`src/rtl/linear_layer_ctrl.sv`:
```
// Fully-connected layer sequencer: walks input features per output neuron, drives the MAC, writes results.
// Optional build macro LINEAR_CTRL_RELU_EN clamps negative results to zero on the result write path.
module linear_layer_ctrl #(
    parameter int N_IN     = 288,
    parameter int N_OUT    = 10,
    parameter int W_ADDR_W = 12,
    parameter int O_ADDR_W = 4
) (
    input  logic                       clk,
    input  logic                       rst_b,
    input  logic                       start,
    output logic                       busy,
    output logic                       done,
    output logic [8:0]                 in_addr,
    output logic [W_ADDR_W-1:0]        w_addr,
    output logic [O_ADDR_W-1:0]        b_addr,
    output logic                       mac_en,
    output logic [8:0]                 mac_iter,
    input  logic signed [31:0]         acc_in,
    output logic                       res_we,
    output logic [O_ADDR_W-1:0]        res_addr,
    output logic signed [31:0]         res_data
);

    // Handshake: start is a level sampled only in IDLE; busy spans RUN entry to DONE exit; done pulses once.

    typedef enum logic [2:0] {
        S_IDLE,
        S_RUN,
        S_DRAIN,
        S_WRITE,
        S_DONE
    } state_t;

    localparam logic [8:0]          LAST_IN  = 9'(N_IN - 1);
    localparam logic [O_ADDR_W-1:0] LAST_OUT = O_ADDR_W'(N_OUT - 1);

    state_t                state, state_nx;
    logic [8:0]            in_idx;
    logic [O_ADDR_W-1:0]   out_idx;
    logic [W_ADDR_W-1:0]   w_cnt;
    logic signed [31:0]    res_val;

    always_ff @(posedge clk or negedge rst_b) begin
        if (!rst_b) begin
            state <= S_IDLE;
        end else begin
            state <= state_nx;
        end
    end

    always_comb begin
        state_nx = state;
        case (state)
            S_IDLE:  if (start) state_nx = S_RUN;
            S_RUN:   if (in_idx == LAST_IN) state_nx = S_DRAIN;
            S_DRAIN: state_nx = S_WRITE;
            S_WRITE: state_nx = (out_idx == LAST_OUT) ? S_DONE : S_RUN;
            S_DONE:  state_nx = S_IDLE;
            default: state_nx = S_IDLE;
        endcase
    end

    // w_cnt runs straight through each neuron, so after its last feature it already holds the next base.
    always_ff @(posedge clk or negedge rst_b) begin
        if (!rst_b) begin
            in_idx  <= '0;
            out_idx <= '0;
            w_cnt   <= '0;
        end else begin
            case (state)
                S_IDLE: begin
                    in_idx  <= '0;
                    out_idx <= '0;
                    w_cnt   <= '0;
                end
                S_RUN: begin
                    in_idx <= (in_idx == LAST_IN) ? 9'd0 : in_idx + 9'd1;
                    w_cnt  <= w_cnt + 1'b1;
                end
                S_WRITE: begin
                    if (out_idx != LAST_OUT) out_idx <= out_idx + 1'b1;
                end
                S_DONE: begin
                    out_idx <= '0;
                    w_cnt   <= '0;
                end
                default: ;
            endcase
        end
    end

    // Delay by one cycle so the MAC strobe lines up with synchronous-read memory data.
    always_ff @(posedge clk or negedge rst_b) begin
        if (!rst_b) begin
            mac_en   <= 1'b0;
            mac_iter <= '0;
        end else begin
            mac_en   <= (state == S_RUN);
            mac_iter <= in_idx;
        end
    end

    always_comb begin
`ifdef LINEAR_CTRL_RELU_EN
        res_val = acc_in[31] ? 32'sd0 : acc_in;
`else
        res_val = acc_in;
`endif
    end

    always_comb begin
        busy     = (state != S_IDLE);
        done     = (state == S_DONE);
        in_addr  = in_idx;
        w_addr   = w_cnt;
        b_addr   = out_idx;
        res_we   = (state == S_WRITE);
        res_addr = '0;
        res_data = '0;
        if (state == S_WRITE) begin
            res_addr = out_idx;
            res_data = res_val;
        end
    end

endmodule

```
`config.mk`:
```
export PLATFORM = sky130hd
export DESIGN_NAME = linear_layer_ctrl
export DESIGN_NICKNAME = d
export VERILOG_FILES = /design/src/rtl/linear_layer_ctrl.sv
export SDC_FILE = /design/constraint.sdc
export NUM_CORES = 1
export LEC_CHECK = 0
export ABC_AREA = 1
export CORE_ASPECT_RATIO = 0.75
export CORE_MARGIN = 1
export CORE_UTILIZATION = 45
export DETAILED_ROUTE_END_ITERATION = 10
export DONT_BUFFER_PORTS = 1
export PLACE_DENSITY = 0.6
export RECOVER_POWER = 50
export SLEW_MARGIN = 20
export SYNTH_ARGS = -nofsm -noshare
export SYNTH_HDL_FRONTEND = slang
export SYNTH_SLANG_ARGS = --single-unit
```
`constraint.sdc`:
```
create_clock -name clk -period 1.36 [get_ports clk]
set_input_delay 0.068 -clock clk [delete_from_list [all_inputs] [get_ports clk]]
set_output_delay 0.068 -clock clk [all_outputs]
set_load 0.005 [all_outputs]
```
==> impl_metrics.ini, run 1 <==
[timing]
worst-slew-pin-transition_ns = 0.925
fin_tns_setup_ns = -0.898
fin_crit_ns = 1.40
period_share = 1.03
hold_viol_final = 0
skew_ns = 0.00889
setup_ws_ns = -0.0377
rsz0062_at_grt = true
fmax_mhz = 715
relSlewSlack = 0.383
slew_viol_final = 0
setup_viol = 36

[layout]
layout-drive-gt1-share = 0.292
fin_util = 0.606
diodes = 0
nNetsFinal = 363
synthToLayoutAreaGrowth_pct = 26.8
stdcell_count = 382

[cts]
cts.sinks = 38
ctsHtreeMaxLevel = 2
clkTransAtPathRegs_ns = 0.08
cts-buffers-inserted = 5
cts_root_buf = clkbuf_8
clk_latency_ns = 0.30
cts_tree = built
clockBufferDepth = 2

[synthesis]
synth_nets = 328
synth_cell_types = 25
netlist_area_sq_um = 2170
synth-seq-cells = 38
ys_seq_area_frac = 0.437
ys_warn_count = 0
syn_inst = 289
syn_area_per_cell_sq_um = 7.52

[pwr]
power.share.switching = 0.201
p_sw_mw = 0.471
p_total_mw = 2.35
p_leak_nw = 1.34
p_int_mw = 1.88
pwr-share-comb = 0.025
seqPwrFrac = 0.481
vdd.ir_drop.worst_mv = 0.591
power_density_nw_per_um2 = 852
p_clk_frac = 0.495

[setup_path]
critical_path.n_buffers_inverters = 2
startpoint = state[2]
critPathLaunchType = flip-flop
rr_startpoint = in_addr[1]
r2r_end = in_addr[7]
required_ns = 1.29
end_kind = output pin
rrSetupSlack_ns = 0.05
critPathMaxFanout = 18
rr_worst_depth = 6
critPathMaxStageDelay_ns = 0.45
cp_cell_sequence = nor2_4 -> inv_4 -> buf_12 -> nor2_2
critPathArrivalTime_ns = 1.33
crit_family = flip-flops
slowest_stage = dfrtp_2
cp.depth = 4
path_class = reg2out

[grt]
grt-ovfl-total = 0
grt_max_degree = 39
grt_usage = 0.205
grt_antenna_before_repair = 0
grt_pass1_vias = 1643
grt_pass1_wl_mm = 7.95

[run]
cap_violations = 0

[placement]
routabilityCongestion = 0.847
port_buffers = 0
pre_cts_slack_ns = 0.0230
placed_cells = 358
hpwlAfterDp_mm = 3.41

[hold_path]
hold_path.class = in2reg
hold_path_startpoint = start
whs_path_depth = 2
min_to = state[0]

[die]
die_y_um = 62.2
io_pins = 109
dieArea_sq_um = 5120
core-area_sq_um = 4550
die_w_um = 82.3
fp-row-count = 21
start_util = 0.478

[route]
dr.pass1.iters = 4
via_per_inst = 5.00
drc = 0
drt_iter0_drc = 75
routed_wl_mm = 5.19
wl_per_cell_um = 13.6
ant_nets = 0
num_vias = 1911

[run_status]
violations = negative setup slack
run_status = finished with violations
-- kinds of logic (layout without fill, tap and decap cells) --
kind of cell             after synthesis  count (layout)  synth area share
AO/OA/AOI/OAI                         29              29            0.0771
XOR/XNOR                               3               3            0.0121
adder cells (fa/ha/maj)                4               4            0.0230
buffers and inverters                 64             100             0.128
flip-flops                            38              38             0.437
AND/OR/NAND/NOR                      151             151             0.323
-- worst register-to-register path, cell delays in order, from the launching register on --
cell      delay (ns)
dfrtp_1         0.35
clkbuf_1        0.24
nand2_1         0.10
nor2_2          0.20
nand4_1         0.11
nand3_1         0.10
o21ai_0         0.08
-- flip-flops by register name (all words and copies together), names as in the netlist --
name and cells:
w_addr 12, state 3, b_addr 4, mac_iter 9
in_addr 9, mac_en 1
-- per-layer routing --
metal / vias up / track usage / wire length (um) / part of all wire
met3: 6 / 0.0676 / 385 / 0.074
met1: 880 / 0.302 / 2430 / 0.47
met4: 0 / 0.0461 / 29 / 0.0056
met2: 64 / 0.286 / 2340 / 0.45
met5: - / 0 / 0 / 0
li1: 961 / - / - / -
-- synth_stat cells (all sizes together) --
| cell type | count | share of area |
|---|---|---|
| a21oi | 7 | 0.018 |
| a22o | 1 | 0.0040 |
| buf | 4 | 0.021 |
| clkinv | 1 | 0.0040 |
| dfrtp | 38 | 0.44 |
| ha | 4 | 0.023 |
| inv | 59 | 0.10 |
| nand2 | 58 | 0.12 |
| nand3 | 23 | 0.064 |
| nand4 | 6 | 0.017 |
| nor2 | 63 | 0.12 |
| nor3 | 1 | 0.0023 |
| o21ai | 17 | 0.043 |
| o21bai | 2 | 0.0069 |
| o22ai | 2 | 0.0058 |
| xnor2 | 2 | 0.0081 |
| xor2 | 1 | 0.0040 |
-- cell usage in the layout, fill, tap and decap left out, types with 5 or more instances in the layout --
cell type,n
inv_1,54
nand2_1,51
dfrtp_1,37
nor2_2,33
nor2_1,22
nand3_1,21
buf_4,18
o21ai_0,15
nor2_4,8
clkbuf_1,7
nand4_1,6
nand2_4,5
a21oi_1,5
clkbuf_8,5
-- worst max path at each step --
| stage | endpoint | slack, ns |
|---|---|---|
| final | res_data[13] | -0.04 |
| after global routing | res_data[7] | -0.14 |
| after CTS | res_data[29] | -0.04 |
| after detailed placement | w_addr[6] | 0.02 |
| after global placement | w_addr[6] | 0.07 |
| after floorplan | state[0] | 0.07 |
-- power groups by stage --
| stage | Clock, mW | Combinational [mW] | Sequential, mW |
|---|---|---|---|
| 2_1_floorplan | 0 | 0.0174 | 1.15 |
| 3_3_place_gp | 0 | 0.0182 | 1.15 |
| 3_5_place_dp | 0 | 0.0184 | 1.15 |
| 4_1_cts | 1.19 | 0.0627 | 1.13 |
| 5_1_grt | 1.23 | 0.0699 | 1.13 |
| 6_report | 1.16 | 0.0582 | 1.13 |
-- timing repair --
action,in CTS,in global routing
setup buffers,3,8
setup endpoints to repair,36,51
resized for setup,41,21
gates cloned,1,1
hold buffers,3,0
pin swaps,1,5
endpoints found under the hold margin,39,0
-- stage by stage --
step	area, sq um	hold WS, ns
finish	2760	0.0127
global route	2760	0.0122
CTS	2650	0.0161
detailed placement	2320	-0.227
global placement	2320	-0.227
floorplan	2170	-0.228
-- layout make-up --
| type | count | area [sq um] |
|---|---|---|
| Timing Repair inverter | 1 | 8.76 |
| Clock inverter | 3 | 68.8 |
| Multi-Input combinational cell | 187 | 1090 |
| Inverter | 60 | 248 |
| Timing Repair Buffer | 31 | 245 |
| Tap cell | 57 | 71.3 |
| Fill cell | 426 | 1790 |
| Clock buffer | 5 | 68.8 |
| Sequential cell | 38 | 952 |
No activity file was read; power rests on OpenSTA's default activity.
==> run 2: changes to the inputs <==
Settings changed: ABC_AREA 1 to not set.
==> run 2 against run 1 <==
Effect of this change: via count shrank 3.2%; largest power group is now combinational logic; register-to-register slack got worse by 0.21 ns; count of clock-buffer cells in the layout rose by 1; synthesized cell count is 27% lower; critical path type unchanged; sequential cell count stayed put; die area fell by 8.3%; the run still ends with negative setup slack left; clock power decreased by 29%; global-route usage increased by 2.2 points; wire length rose by 7.0%.
==> impl_metrics.ini, run 2 <==
[synthesis]
async_reset_ff_frac = 1.00
synth_common_cells = dfrtp_1 (38), and2_1 (36), nand2_1 (21)
netlist_area_sq_um = 1990
synth_top_flop_cell = dfrtp_1
ys_seq_area_frac = 0.478
synth_nets = 250
synth_cell_types = 46
ys_warn_count = 0
synth_top_cell_area_share = 0.478
syn_inst = 211
synthMostInstantiatedCell = dfrtp_1
synth-seq-cells = 38
syn_area_per_cell_sq_um = 9.43
synth_area_leaders = dfrtp_1 (48%), and2_1 (11%), nand2_1 (4.0%)
synth_edf_count = 0
yosysTopAreaCell = dfrtp_1

[route]
routed_wl_mm = 5.55
num_vias = 1849
drt_iter0_drc = 91
ant_nets = 0
dr.pass1.iters = 4
drc = 0
via_per_inst = 5.59
wl_per_cell_um = 16.8

[setup_path]
rrSetupSlack_ns = -0.16
critPathMaxFanout = 20
required_ns = 1.29
critPathLaunchType = flip-flop
r2r_end = w_addr[3]
rr_startpoint = state[2]
path_class = reg2out
end_kind = output pin
rr_worst_depth = 6
critPathArrivalTime_ns = 1.49

[layout]
final_area_sq_um = 2940
diodes = 0
nNetsFinal = 314
largest_reg_flops = 12
synthToLayoutAreaGrowth_pct = 48.0
stdcell_count = 331
layout-drive-gt1-share = 0.413
num-fill-cells = 315
layout_common_cells = buf_4 (39), dfrtp_1 (38), and2_1 (28)
final_common_cell = buf_4

[cts]
ctsHtreeMaxLevel = 2
cts_tree = built
clk_latency_ns = 0.29
clkTransAtPathRegs_ns = 0.08
cts_root_buf = clkbuf_8
cts-buffers-inserted = 5
cts.sinks = 38
clockBufferDepth = 2

[placement]
hpwlAfterDp_mm = 3.53
routabilityCongestion = 0.780
placed_cells = 300
port_buffers = 0
dpl_cell_area_sq_um = 2360

[timing]
setup_ws_ns = -0.195
rsz0062_at_grt = true
skew_ns = 0.00545
setup_viol = 58
worst-slew-pin-transition_ns = 0.950
relSlewSlack = 0.367
slew_viol_final = 0
period_share = 1.14
fmax_mhz = 643
fin_crit_ns = 1.56
hold_viol_final = 0
worst_hold_slack_ns = 0.0542

[run_status]
violations = negative setup slack
run_status = finished with violations

[grt]
grt-ovfl-total = 0
grt_usage = 0.227
grt_antenna_before_repair = 0
grt_max_degree = 39
grt_pass1_wl_mm = 8.00
grt_pass1_vias = 1639

[hold_path]
hold_path_startpoint = start
hold_path.class = in2reg
whs_path_depth = 4
min_to = state[0]

[pwr]
power_density_nw_per_um2 = 1900
p_leak_nw = 1.36
vdd.ir_drop.worst_mv = 1.15

[die]
dieArea_sq_um = 4690
start_util = 0.479
core-area_sq_um = 4150
die_y_um = 59.6
fp-row-count = 20
die_w_um = 78.8
io_pins = 109

[run]
cap_violations = 0
-- run 2: cell families (layout without fill, tap and decap cells) --
group | count (synthesis) | in the layout | synth area share
simple gates | 108 | 108 | 0.301
compound gates | 41 | 41 | 0.134
flops | 38 | 38 | 0.478
buf+inv | 14 | 79 | 0.0327
fa+ha+maj | 4 | 4 | 0.0252
xor+xnor | 4 | 4 | 0.0176
mux | 2 | 2 | 0.0113
-- run 2: repair_timing --
| action | 4_1_cts | 5_1_grt |
|---|---|---|
| cloned | 2 | 0 |
| gates resized for setup | 48 | 35 |
| endpoints found under the setup margin | 58 | 63 |
| hold endpoints to repair | 38 | 0 |
| hold buffers | 2 | 0 |
| pin swaps | 9 | 20 |
| buffers inserted | 8 | 12 |
-- run 2: power by group --
part           total, mW  switching (mW)  leakage, nW  internal [mW]
combinational       3.17            1.54        0.810           1.64
clock              0.820           0.413       0.0472          0.407
sequential          1.59           0.192        0.507           1.40
-- run 2: layer usage --
metal / vias to the layer above / GRT usage / part of all wire
met3: 8 / 0.0723 / 0.047
li1: 874 / - / -
met1: 920 / 0.305 / 0.45
met2: 47 / 0.349 / 0.49
met4: 0 / 0.0714 / 0.0096
met5: - / 0 / 0
-- run 2: critical path, cell delays in order (launching register included) --
cell and delay (ns):
dfrtp_1 0.41, buf_6 0.13, and3b_2 0.32, buf_8 0.16
and2_1 0.17
-- run 2: metrics by stage --
step | utilization | total power, mW | TNS, ns | setup WS [ns]
final | 0.709 | 5.58 | -7.42 | -0.195
after global placement | 0.567 | 3.68 | -0.373 | -0.0575
after floorplan | - | 2.92 | -0.155 | -0.0759
after detailed placement | 0.567 | 3.73 | -0.818 | -0.119
after global routing | 0.709 | 5.95 | -11.06 | -0.245
after CTS | 0.662 | 5.25 | -6.38 | -0.174
-- run 2: layout make-up --
| cell class | instances | area [sq um] | area share |
|---|---|---|---|
| clock buffers | 6 | 82.6 | 0.0280 |
| clock inverters | 2 | 12.5 | 0.00425 |
| inverters | 5 | 31.3 | 0.0106 |
| multi-input cells | 159 | 1220 | 0.416 |
| flip-flops and latches | 38 | 951 | 0.323 |
| well taps | 55 | 68.8 | 0.0234 |
| repair buffers | 66 | 574 | 0.195 |
-- run 2: worst max-delay path by stage --
stage	to	startpoint
finish	res_data[9]	state[2]
global route	res_data[20]	state[2]
CTS	res_data[6]	state[2]
detailed placement	in_addr[3]	state[2]
global placement	in_addr[3]	state[2]
floorplan	in_addr[0]	in_addr[0]
